[src/rtl/song_sequencer.sv]
// song_sequencer: start/pause/stop game-flow FSM, beat timer and note scoring.
// Latency: start in cycle n -> loader_reset n+1..n+2, COUNTIN n+3, first beat n+3+max(tempo,1).
// Backpressure: none; pause freezes the beat timer and all scoring state.
// Ports: i_start/i_pause/i_stop one-cycle controls, i_song_sel sampled at start,
//   i_tempo beat period (latched on the first count-in cycle), i_hit_note/i_player_note/
//   i_player_valid scored at each PLAY beat; o_loader_reset, o_song_id, o_beat pulse,
//   o_playing/o_paused/o_done status, o_beat_index, o_score, o_streak.
module song_sequencer #(
   parameter int         COUNTIN_BEATS = 16,
   parameter int         SONG_LEN      = 128,
   parameter logic [3:0] END_NOTE      = 4'hF
) (
   input  logic        i_clk,
   input  logic        i_reset,
   input  logic        i_start,
   input  logic        i_pause,
   input  logic        i_stop,
   input  logic        i_song_sel,
   input  logic [25:0] i_tempo,
   input  logic [3:0]  i_hit_note,
   input  logic [3:0]  i_player_note,
   input  logic        i_player_valid,
   output logic        o_loader_reset,
   output logic        o_song_id,
   output logic        o_beat,
   output logic        o_playing,
   output logic        o_paused,
   output logic        o_done,
   output logic [7:0]  o_beat_index,
   output logic [15:0] o_score,
   output logic [7:0]  o_streak
);

   localparam int             CIW      = (COUNTIN_BEATS > 1) ? $clog2(COUNTIN_BEATS) : 1;
   localparam logic [CIW-1:0] CIN_LAST = CIW'(COUNTIN_BEATS - 1);
   localparam logic [7:0]     BI_LAST  = 8'(SONG_LEN - 1);

   typedef enum logic [2:0] {
      ST_IDLE    = 3'd0,
      ST_LOAD    = 3'd1,
      ST_COUNTIN = 3'd2,
      ST_PLAY    = 3'd3,
      ST_PAUSE   = 3'd4,
      ST_DONE    = 3'd5
   } state_t;

   state_t         r_state;
   state_t         w_next;
   state_t         r_ret;

   logic           r_load_ph;
   logic           r_first;
   logic           r_rst_d;
   logic           r_beat;
   logic           r_song_id;
   logic [25:0]    r_tempo_q;
   logic [25:0]    r_cnt;
   logic [25:0]    w_period;
   logic [25:0]    w_last;
   logic [CIW-1:0] r_cin;
   logic [7:0]     r_beat_index;
   logic [7:0]     r_streak;
   logic [15:0]    r_score;

   logic           w_run;
   logic           w_match;
   logic           w_beat_evt;
   logic           w_end;
   logic           w_start_go;
   logic           w_pause_go;

   assign w_run    = (r_state == ST_COUNTIN) || (r_state == ST_PLAY);
   // tempo_q is only written at the end of the first count-in cycle, so that
   // cycle compares against the live input (matters when the period is 1).
   assign w_period = r_first ? i_tempo : r_tempo_q;
   assign w_last   = (w_period == 26'd0) ? 26'd0 : (w_period - 26'd1);
   assign w_match  = w_run && (r_cnt == w_last);
   // stop and pause both outrank the beat; a suppressed match keeps the counter parked.
   assign w_beat_evt = w_match && !i_stop && !i_pause;
   assign w_end      = (i_hit_note == END_NOTE) || (r_beat_index == BI_LAST);
   assign w_start_go = ((r_state == ST_IDLE) || (r_state == ST_DONE)) && i_start && !i_stop;
   assign w_pause_go = w_run && i_pause && !i_stop;

   // ---------------- FSM ----------------
   always_ff @(posedge i_clk) begin
      if (i_reset) begin
         r_state <= ST_IDLE;
      end else begin
         r_state <= w_next;
      end
   end

   always_comb begin
      w_next = r_state;
      if (i_stop && (r_state != ST_IDLE)) begin
         w_next = ST_IDLE;
      end else begin
         case (r_state)
            ST_IDLE, ST_DONE: begin
               if (i_start) w_next = ST_LOAD;
            end
            ST_LOAD: begin
               if (r_load_ph) w_next = ST_COUNTIN;
            end
            ST_COUNTIN: begin
               if (i_pause)                              w_next = ST_PAUSE;
               else if (w_beat_evt && (r_cin == CIN_LAST)) w_next = ST_PLAY;
            end
            ST_PLAY: begin
               if (i_pause)                  w_next = ST_PAUSE;
               else if (w_beat_evt && w_end) w_next = ST_DONE;
            end
            ST_PAUSE: begin
               if (i_pause) w_next = r_ret;
            end
            default: w_next = ST_IDLE;
         endcase
      end
   end

   // ---------------- Datapath ----------------
   always_ff @(posedge i_clk) begin
      // Stretches loader_reset over the cycle following reset release.
      r_rst_d <= i_reset;
      if (i_reset) begin
         r_ret        <= ST_COUNTIN;
         r_load_ph    <= 1'b0;
         r_first      <= 1'b0;
         r_beat       <= 1'b0;
         r_song_id    <= 1'b0;
         r_tempo_q    <= 26'd0;
         r_cnt        <= 26'd0;
         r_cin        <= '0;
         r_beat_index <= 8'd0;
         r_streak     <= 8'd0;
         r_score      <= 16'd0;
      end else begin
         r_beat    <= w_beat_evt;
         r_load_ph <= (r_state == ST_LOAD) ? ~r_load_ph : 1'b0;
         r_first   <= (r_state == ST_LOAD) && (w_next == ST_COUNTIN);

         if (r_first) r_tempo_q <= i_tempo;

         if (r_state == ST_LOAD) begin
            r_cnt <= 26'd0;
         end else if (w_run && !i_stop && !i_pause) begin
            r_cnt <= w_match ? 26'd0 : (r_cnt + 26'd1);
         end

         if (w_pause_go) r_ret <= r_state;

         if (w_start_go) begin
            r_song_id    <= i_song_sel;
            r_score      <= 16'd0;
            r_streak     <= 8'd0;
            r_beat_index <= 8'd0;
            r_cin        <= '0;
         end

         if (w_beat_evt && (r_state == ST_COUNTIN)) r_cin <= r_cin + 1'b1;

         // Terminating beats (end note or last slot) are never scored.
         if (w_beat_evt && (r_state == ST_PLAY) && !w_end) begin
            r_beat_index <= r_beat_index + 8'd1;
            if (i_hit_note != 4'd0) begin
               if (i_player_valid && (i_player_note == i_hit_note)) begin
                  if (r_score != 16'hFFFF) r_score <= r_score + 16'd1;
                  if (r_streak != 8'hFF)   r_streak <= r_streak + 8'd1;
               end else begin
                  r_streak <= 8'd0;
               end
            end
         end
      end
   end

   // ---------------- Outputs ----------------
   assign o_loader_reset = i_reset | r_rst_d | (r_state == ST_LOAD);
   assign o_song_id      = r_song_id;
   assign o_beat         = r_beat;
   assign o_playing      = w_run;
   assign o_paused       = (r_state == ST_PAUSE);
   assign o_done         = (r_state == ST_DONE);
   assign o_beat_index   = r_beat_index;
   assign o_score        = r_score;
   assign o_streak       = r_streak;

endmodule

[config.mk]
export PLATFORM = sky130hd
export DESIGN_NAME = song_sequencer
export DESIGN_NICKNAME = d
export VERILOG_FILES = /design/src/rtl/song_sequencer.sv
export SDC_FILE = /design/constraint.sdc
export NUM_CORES = 1
export LEC_CHECK = 0
export CAP_MARGIN = 20
export CORE_ASPECT_RATIO = 1.5
export CORE_MARGIN = 3
export CORE_UTILIZATION = 40
export DETAILED_ROUTE_END_ITERATION = 10
export SYNTH_ARGS = -nofsm -noshare
export SYNTH_HDL_FRONTEND = slang
export SYNTH_SLANG_ARGS = --single-unit
[constraint.sdc]
create_clock -name i_clk -period 4.8 [get_ports i_clk]
set_clock_uncertainty 0.2 [all_clocks]
set_input_delay 0.48 -clock i_clk [delete_from_list [all_inputs] [get_ports i_clk]]
set_output_delay 0.48 -clock i_clk [all_outputs]
set_load 0.02 [all_outputs]
==> results of run 1 <==
through the flow:
step / util [%] / setup WS (ns) / cell area [sq um]
6_report: 50.5 / 0.362 / 7690
5_1_grt: 50.5 / 0.0362 / 7690
4_1_cts: 50.5 / 0.340 / 7690
3_5_place_dp: 48.6 / 0.0332 / 7380
3_3_place_gp: 48.6 / 0.178 / 7380
2_1_floorplan: - / 0.0296 / 6270
layer usage:
| metal | part of all wire (%) | vias to the layer above | track usage, % |
|---|---|---|---|
| met4 | 3.0 | 0 | 8.62 |
| met3 | 3.8 | 33 | 3.49 |
| met2 | 51 | 108 | 35.5 |
| met1 | 42 | 2812 | 21.8 |
| li1 | - | 2957 | - |
| met5 | 0 | - | 0 |
power groups by stage:
stage | clock (uW) | combinational [uW] | sequential, uW
floorplan | 0 | 369 | 853
global placement | 0 | 533 | 856
detailed placement | 0 | 540 | 857
CTS | 779 | 543 | 837
global route | 801 | 590 | 839
finish | 757 | 543 | 838
Yosys cell counts (19+ instances only):
cell      number  area (sq um)
clkbuf_1      19          71.3
nor2_1       105           394
nand3_1       25           125
inv_1         26          97.6
nor3_1        24           120
mux2i_1       28           280
dfxtp_1       99          1980
a21oi_1       33           165
nand2_1       38           143
o211ai_1      20           150
xnor2_1       44           385
o21ai_0       35           175
sequential cells by signal, summed over array words and instances, names as in the netlist:
signal,count
o_beat,1
o_beat_index,8
o_score,16
o_song_id,1
o_streak,8
r_cin,4
r_cnt,26
r_first,1
r_load_ph,1
r_ret,3
r_rst_d,1
r_state,3
r_tempo_q,26
how the worst min path moves through the flow:
stage,start,to,cells past startpoint
after detailed placement,r_load_ph,r_load_ph,1
after global routing,r_load_ph,r_load_ph,1
after CTS,r_load_ph,r_load_ph,1
after global placement,r_load_ph,r_load_ph,1
final,r_load_ph,r_load_ph,1
after floorplan,r_load_ph,r_load_ph,1
layout make-up:
| cell class | instances | area [sq um] |
|---|---|---|
| flip-flops and latches | 99 | 1980 |
| clock inverters | 5 | 60.1 |
| repair buffers | 107 | 1040 |
| multi-input cells | 605 | 4010 |
| well taps | 199 | 249 |
| clock buffers | 11 | 243 |
| fillers | 1471 | 7520 |
| inverters | 26 | 97.6 |
cells by family (layout without fill, tap and decap cells):
group / after synthesis / count (layout) / synth area share, %
flip-flops: 99 / 99 / 31.6
AO/OA/AOI/OAI: 163 / 163 / 17.0
AND/OR/NAND/NOR: 340 / 340 / 31.0
multiplexers: 33 / 33 / 5.63
buffers and inverters: 60 / 149 / 4.33
adder cells (fa/ha/maj): 6 / 6 / 1.20
XOR/XNOR: 63 / 63 / 9.25
worst max-delay path: cells and delay by family (launching register included):
kind / cells / cell delay (ns)
DFF: 1 / 0.49
and+or+nand+nor: 4 / 1.22
AOI/OAI and AO/OA: 6 / 1.50
buffers and inverters: 4 / 0.85
==> results.tsv, run 1 <==
metric	value	unit
status	completed	
path_max_fanout	41	
ant_nets	0	
cts-resized-gates	0	
cts_hold_buf	0	
finalSetupViolCount	0	
root_buffer	clkbuf_16	
worst-r2r-setup-slack	0.36	ns
final_net_count	895	
hold_violations	0	
final_common_cell	nor2_1	
grt_pass1_wl	27600	um
syn_nets	811	
cp_slowest_cell	nor4b_2	
io_pins	79	
hold_class	reg -> reg	
ys_ff_latch	99	
grt_usage	19.6	%
switchingPower	645	uW
clkTransAtPathRegs	0.07	ns
combPwrFrac	25.4	%
tns	0	ns
switching_share	30.2	%
ctsLongestPathBuffers	2	
synthDistinctLibCells	77	
post_drt_wl_per_cell	15.9	um
rr_startpoint	r_first	
worstSetupStartpointType	flop	
leakage	0.00266	uW
die_area	17200	sq um
htree_levels	3	
mostFrequentLayoutCells	105 x nor2_1, 98 x dfxtp_1, 77 x clkdlybuf4s50_1, 44 x xnor2_1, 38 x nand2_1	
drt_iter0_drc	265	
finalCritPeriodShare	92.5	%
report.power.total	2140	uW
initial_core_util	41.2	%
cts_buffers	9	
syn_area	6260	sq um
synthCells	764	
critPathArrivalTime	4.44	ns
worst_slew_pin_slew	0.979	ns
p_clk_share	35.4	%
path_class	reg -> reg	
io_buffers	78	
period_needed	4.44	ns
p_int	1490	uW
drive_above_1_share	9.03	%
drt_wl_total	16800	um
rows	55	
final-max-slew-violation-count	0	
maxSlewHeadroom	34.7	%
cts.sinks	99	
dpl.cell_count	1036	
antenna_found_initial	0	
worstRegToRegCells	14	
stdcell_count	1052	
fmax	0.225	GHz
rsz0062_at_grt	false	
grt_max_degree	55	
reg2reg_to	o_beat_index[7]	
ys.flop_type	dfxtp_1	
post_cts_buffers	0	
endpoint	o_beat_index[7]	
core_area	15200	sq um
cts_tree	built	
crit_path_start	r_first	
die_h	159	um
path_cells	buf_12 > nor4b_2 > o21ai_2 > nor2_1 > buf_12 > a22oi_1 > o32ai_1 > buf_4 > o2111ai_1 > nor3_1 > nand4_2 > buf_4 > o311ai_0 > a21oi_1	
worst_ep_required_time	4.80	ns
hpwl	12600	um
diodes	0	
cellPowerDensity	278	nW/um^2
syn2layout_area_growth	22.7	%
synth_edf_count	0	
avgSynthCellArea	8.20	sq um
vdd_drop_max	0.000155	V
drt_first_pass_iters	5	
routabilityCongestion	0.848	
ys_warn_count	0	
seq_area_frac_synth	31.6	%
maxCapViolations	0	
ys_async_sr_fraction	0	%
whs	0.244	ns
clock_latency	0.36	ns
cp-end-kind	flop	
via_count	5910	
max_stage_delay	0.50	ns
drcViolationCount	0	
grt_remaining_overflow	0	
seqPwrFrac	39.2	%
grt_pass1_vias	5861	
fp.dieW	108	um
vias_per_cell	5.62	
Note: power is estimated with default switching activity, not from simulation.
==> inputs of run 2 (changes only) <==
Clock period 4.8 ns to 4.4 ns, I/O delays scaled along.
==> run 2 against run 1 <==
Net effect: first-iteration DRC count shrank 24%; sequential share of layout area decreased by 0.64 points; die area is the same; setup slack lost 0.12 ns; largest cell class unchanged; sequential power grew 8.9%; final cell count is 2.2% higher; critical path type is now in -> reg; register-to-register slack got worse by 0.08 ns; core utilization up 1.3 points; flip-flop and latch count is the same; critical path depth increased by 2; design area grew 2.6%.
==> results.tsv, run 2 (synthesis gave the netlist of run 1 again) <==
metric	value	unit	change
core_area	15200	sq um	unchanged
hold_class	reg -> reg		
crit_path_start	i_tempo[0]		
syn2layout_area_growth	25.8	%	
critPathBufInv	4		unchanged
cellPowerDensity	306	nW/um^2	+10%
period_needed	4.16	ns	
placed_area	7520	sq um	+1.8%
holdPathEnd	r_ret[1]		
path_class	in -> reg		
routabilityCongestion	0.887		+4.5%
grt_pass1_vias	6071		+3.6%
cts_buffers	9		unchanged
whs	0.255	ns	+0.0109 ns
finalCritPeriodShare	94.5	%	
final_core_util	51.8	%	+1.3 points
die_area	17200	sq um	unchanged
root_buffer	clkbuf_16		
rows	55		unchanged
worstSetupStartpointType	input pin		
status	completed		
cts_tree	built		
post_drt_wl_per_cell	16.1	um	+1.0%
grt_usage	20.6	%	+1.1 points
cts_hold_buf	0		unchanged
ctsLongestPathBuffers	2		unchanged
io_pins	79		unchanged
fmax	0.241	GHz	
final_area	7880	sq um	+2.6%
grt_remaining_overflow	0		unchanged
drt_iter0_drc	201		-24%
worst-r2r-setup-slack	0.28	ns	-0.08 ns
cp-end-kind	flop		
antenna_found_initial	0		unchanged
diodes	0		unchanged
worst_ep_required_time	4.44	ns	-0.36 ns
fp.dieW	108	um	unchanged
hold_violations	0		unchanged
drt_first_pass_iters	4		-1
setup_slack	0.244	ns	-0.118 ns
final-max-slew-violation-count	0		unchanged
hpwl	13100	um	+4.2%
reg2reg_to	r_state[2]		
mostFrequentLayoutCells	104 x nor2_1, 98 x dfxtp_1, 77 x clkdlybuf4s50_1, 49 x buf_4, 44 x xnor2_1		
critPathArrivalTime	4.19	ns	-0.25 ns
cp_slowest_cell	a211oi_1		
final_net_count	918		+2.6%
drt_wl_total	17300	um	+3.2%
preCtsSetupSlack	-0.236	ns	-0.269 ns
via_count	6014		+1.8%
drive_above_1_share	12.2	%	+3.2 points
clkTransAtPathRegs	0.07	ns	about the same
final_common_cell	nor2_1		
die_h	159	um	unchanged
finalSetupViolCount	0		unchanged
max_stage_delay	0.58	ns	+0.08 ns
path_max_fanout	10		-76%
initial_core_util	41.2	%	unchanged
grt_max_degree	57		+3.6%
cts.sinks	99		unchanged
rsz0062_at_grt	true		
min-delay-start	r_ret[1]		
io_buffers	78		unchanged
maxCapViolations	0		unchanged
holdPathStages	1		unchanged
worstRegToRegCells	13		-1
worst_slew_pin_slew	0.790	ns	-0.189 ns
clock_latency	0.35	ns	about the same
maxSlewHeadroom	47.2	%	+12 points
path_cells	clkdlybuf4s50_1 > mux2i_2 > ha_2 > nor4b_4 > o221ai_1 > buf_4 > nor3_1 > buf_4 > xnor2_1 > o2bb2ai_1 > a211oi_1 > nor3_1 > nand4_1 > buf_4 > nor3_1 > a221o_1		
path_delay_family	compound AO/OA/AOI/OAI gates		
rr_startpoint	r_first		
grt_pass1_wl	29200	um	+5.8%
ant_nets	0		unchanged
htree_levels	3		unchanged
leakage	0.00276	uW	+3.8%
vias_per_cell	5.59		-0.42%
drcViolationCount	0		unchanged
vdd_drop_max	0.000167	V	+8.1%
==> run 2: changes by cell type in the layout (fill, tap and decap cells not counted), sizes merged <==
cell | previous run | this run
buf | 30 | 53
clkbuf | 11 | 10
clkinvlp | 1 | 2
==> run 2: where the power goes <==
part           total [uW]  leakage (uW)  switching (uW)  internal (uW)
clock                 838      0.000146             375            462
sequential            913      0.000799            10.2            903
combinational         661       0.00181             348            313
total                2410       0.00276             734           1680
==> run 2: worst reg2reg max path: stages, from the launching register on <==
cell and delay (ns):
dfxtp_2 0.41, buf_12 0.30, nor4_4 0.12, o21ai_2 0.57, nor2_2 0.16, and2_1 0.25
o32ai_1 0.52, o21ai_0 0.28, nor4_4 0.25, buf_4 0.18, nand4_1 0.12, buf_4 0.20
or3_1 0.38, a21oi_1 0.14
==> run 2: how the worst max path moves through the flow <==
stage	cells after the start	slack, ns	endpoint
global placement	14	-0.02	o_beat_index[7]
finish	16	0.24	r_cin[2]
floorplan	18	-0.02	r_state[2]
global route	15	-0.02	r_cin[3]
detailed placement	14	-0.24	o_beat_index[7]
CTS	14	0.06	o_beat_index[7]
==> run 2: final cells by class <==
| cell class | instances | area, sq um |
|---|---|---|
| clock buffers | 10 | 239 |
| clock inverters | 6 | 71.3 |
| fillers | 1437 | 7320 |
| inverters | 26 | 97.6 |
| multi-input cells | 605 | 4040 |
| flip-flops and latches | 99 | 1980 |
| well taps | 199 | 249 |
| repair buffers | 130 | 1200 |
==> run 2: per-stage QoR <==
| step | instances | total power, uW | TNS (ns) |
|---|---|---|---|
| global route | 1075 | 2520 | -0.0285 |
| CTS | 1071 | 2400 | 0 |
| floorplan | 764 | 1340 | -0.0264 |
| finish | 1075 | 2410 | 0 |
| detailed placement | 1055 | 1560 | -5.36 |
| global placement | 1055 | 1550 | -0.0489 |
==> run 2: repair_timing <==
item	CTS	global route
setup endpoints to repair	0	64
buffers inserted	0	4
gates resized for setup	0	6
==> run 2: per-layer routing <==
| metal | wire (um) | share of wire (%) | vias up | track usage, % |
|---|---|---|---|---|
| met2 | 9150 | 53 | 124 | 37.4 |
| met4 | 486 | 2.8 | 0 | 8.67 |
| met1 | 7050 | 41 | 2867 | 23.9 |
| li1 | - | - | 2999 | - |
| met5 | 0 | 0 | - | 0 |
| met3 | 627 | 3.6 | 24 | 2.72 |
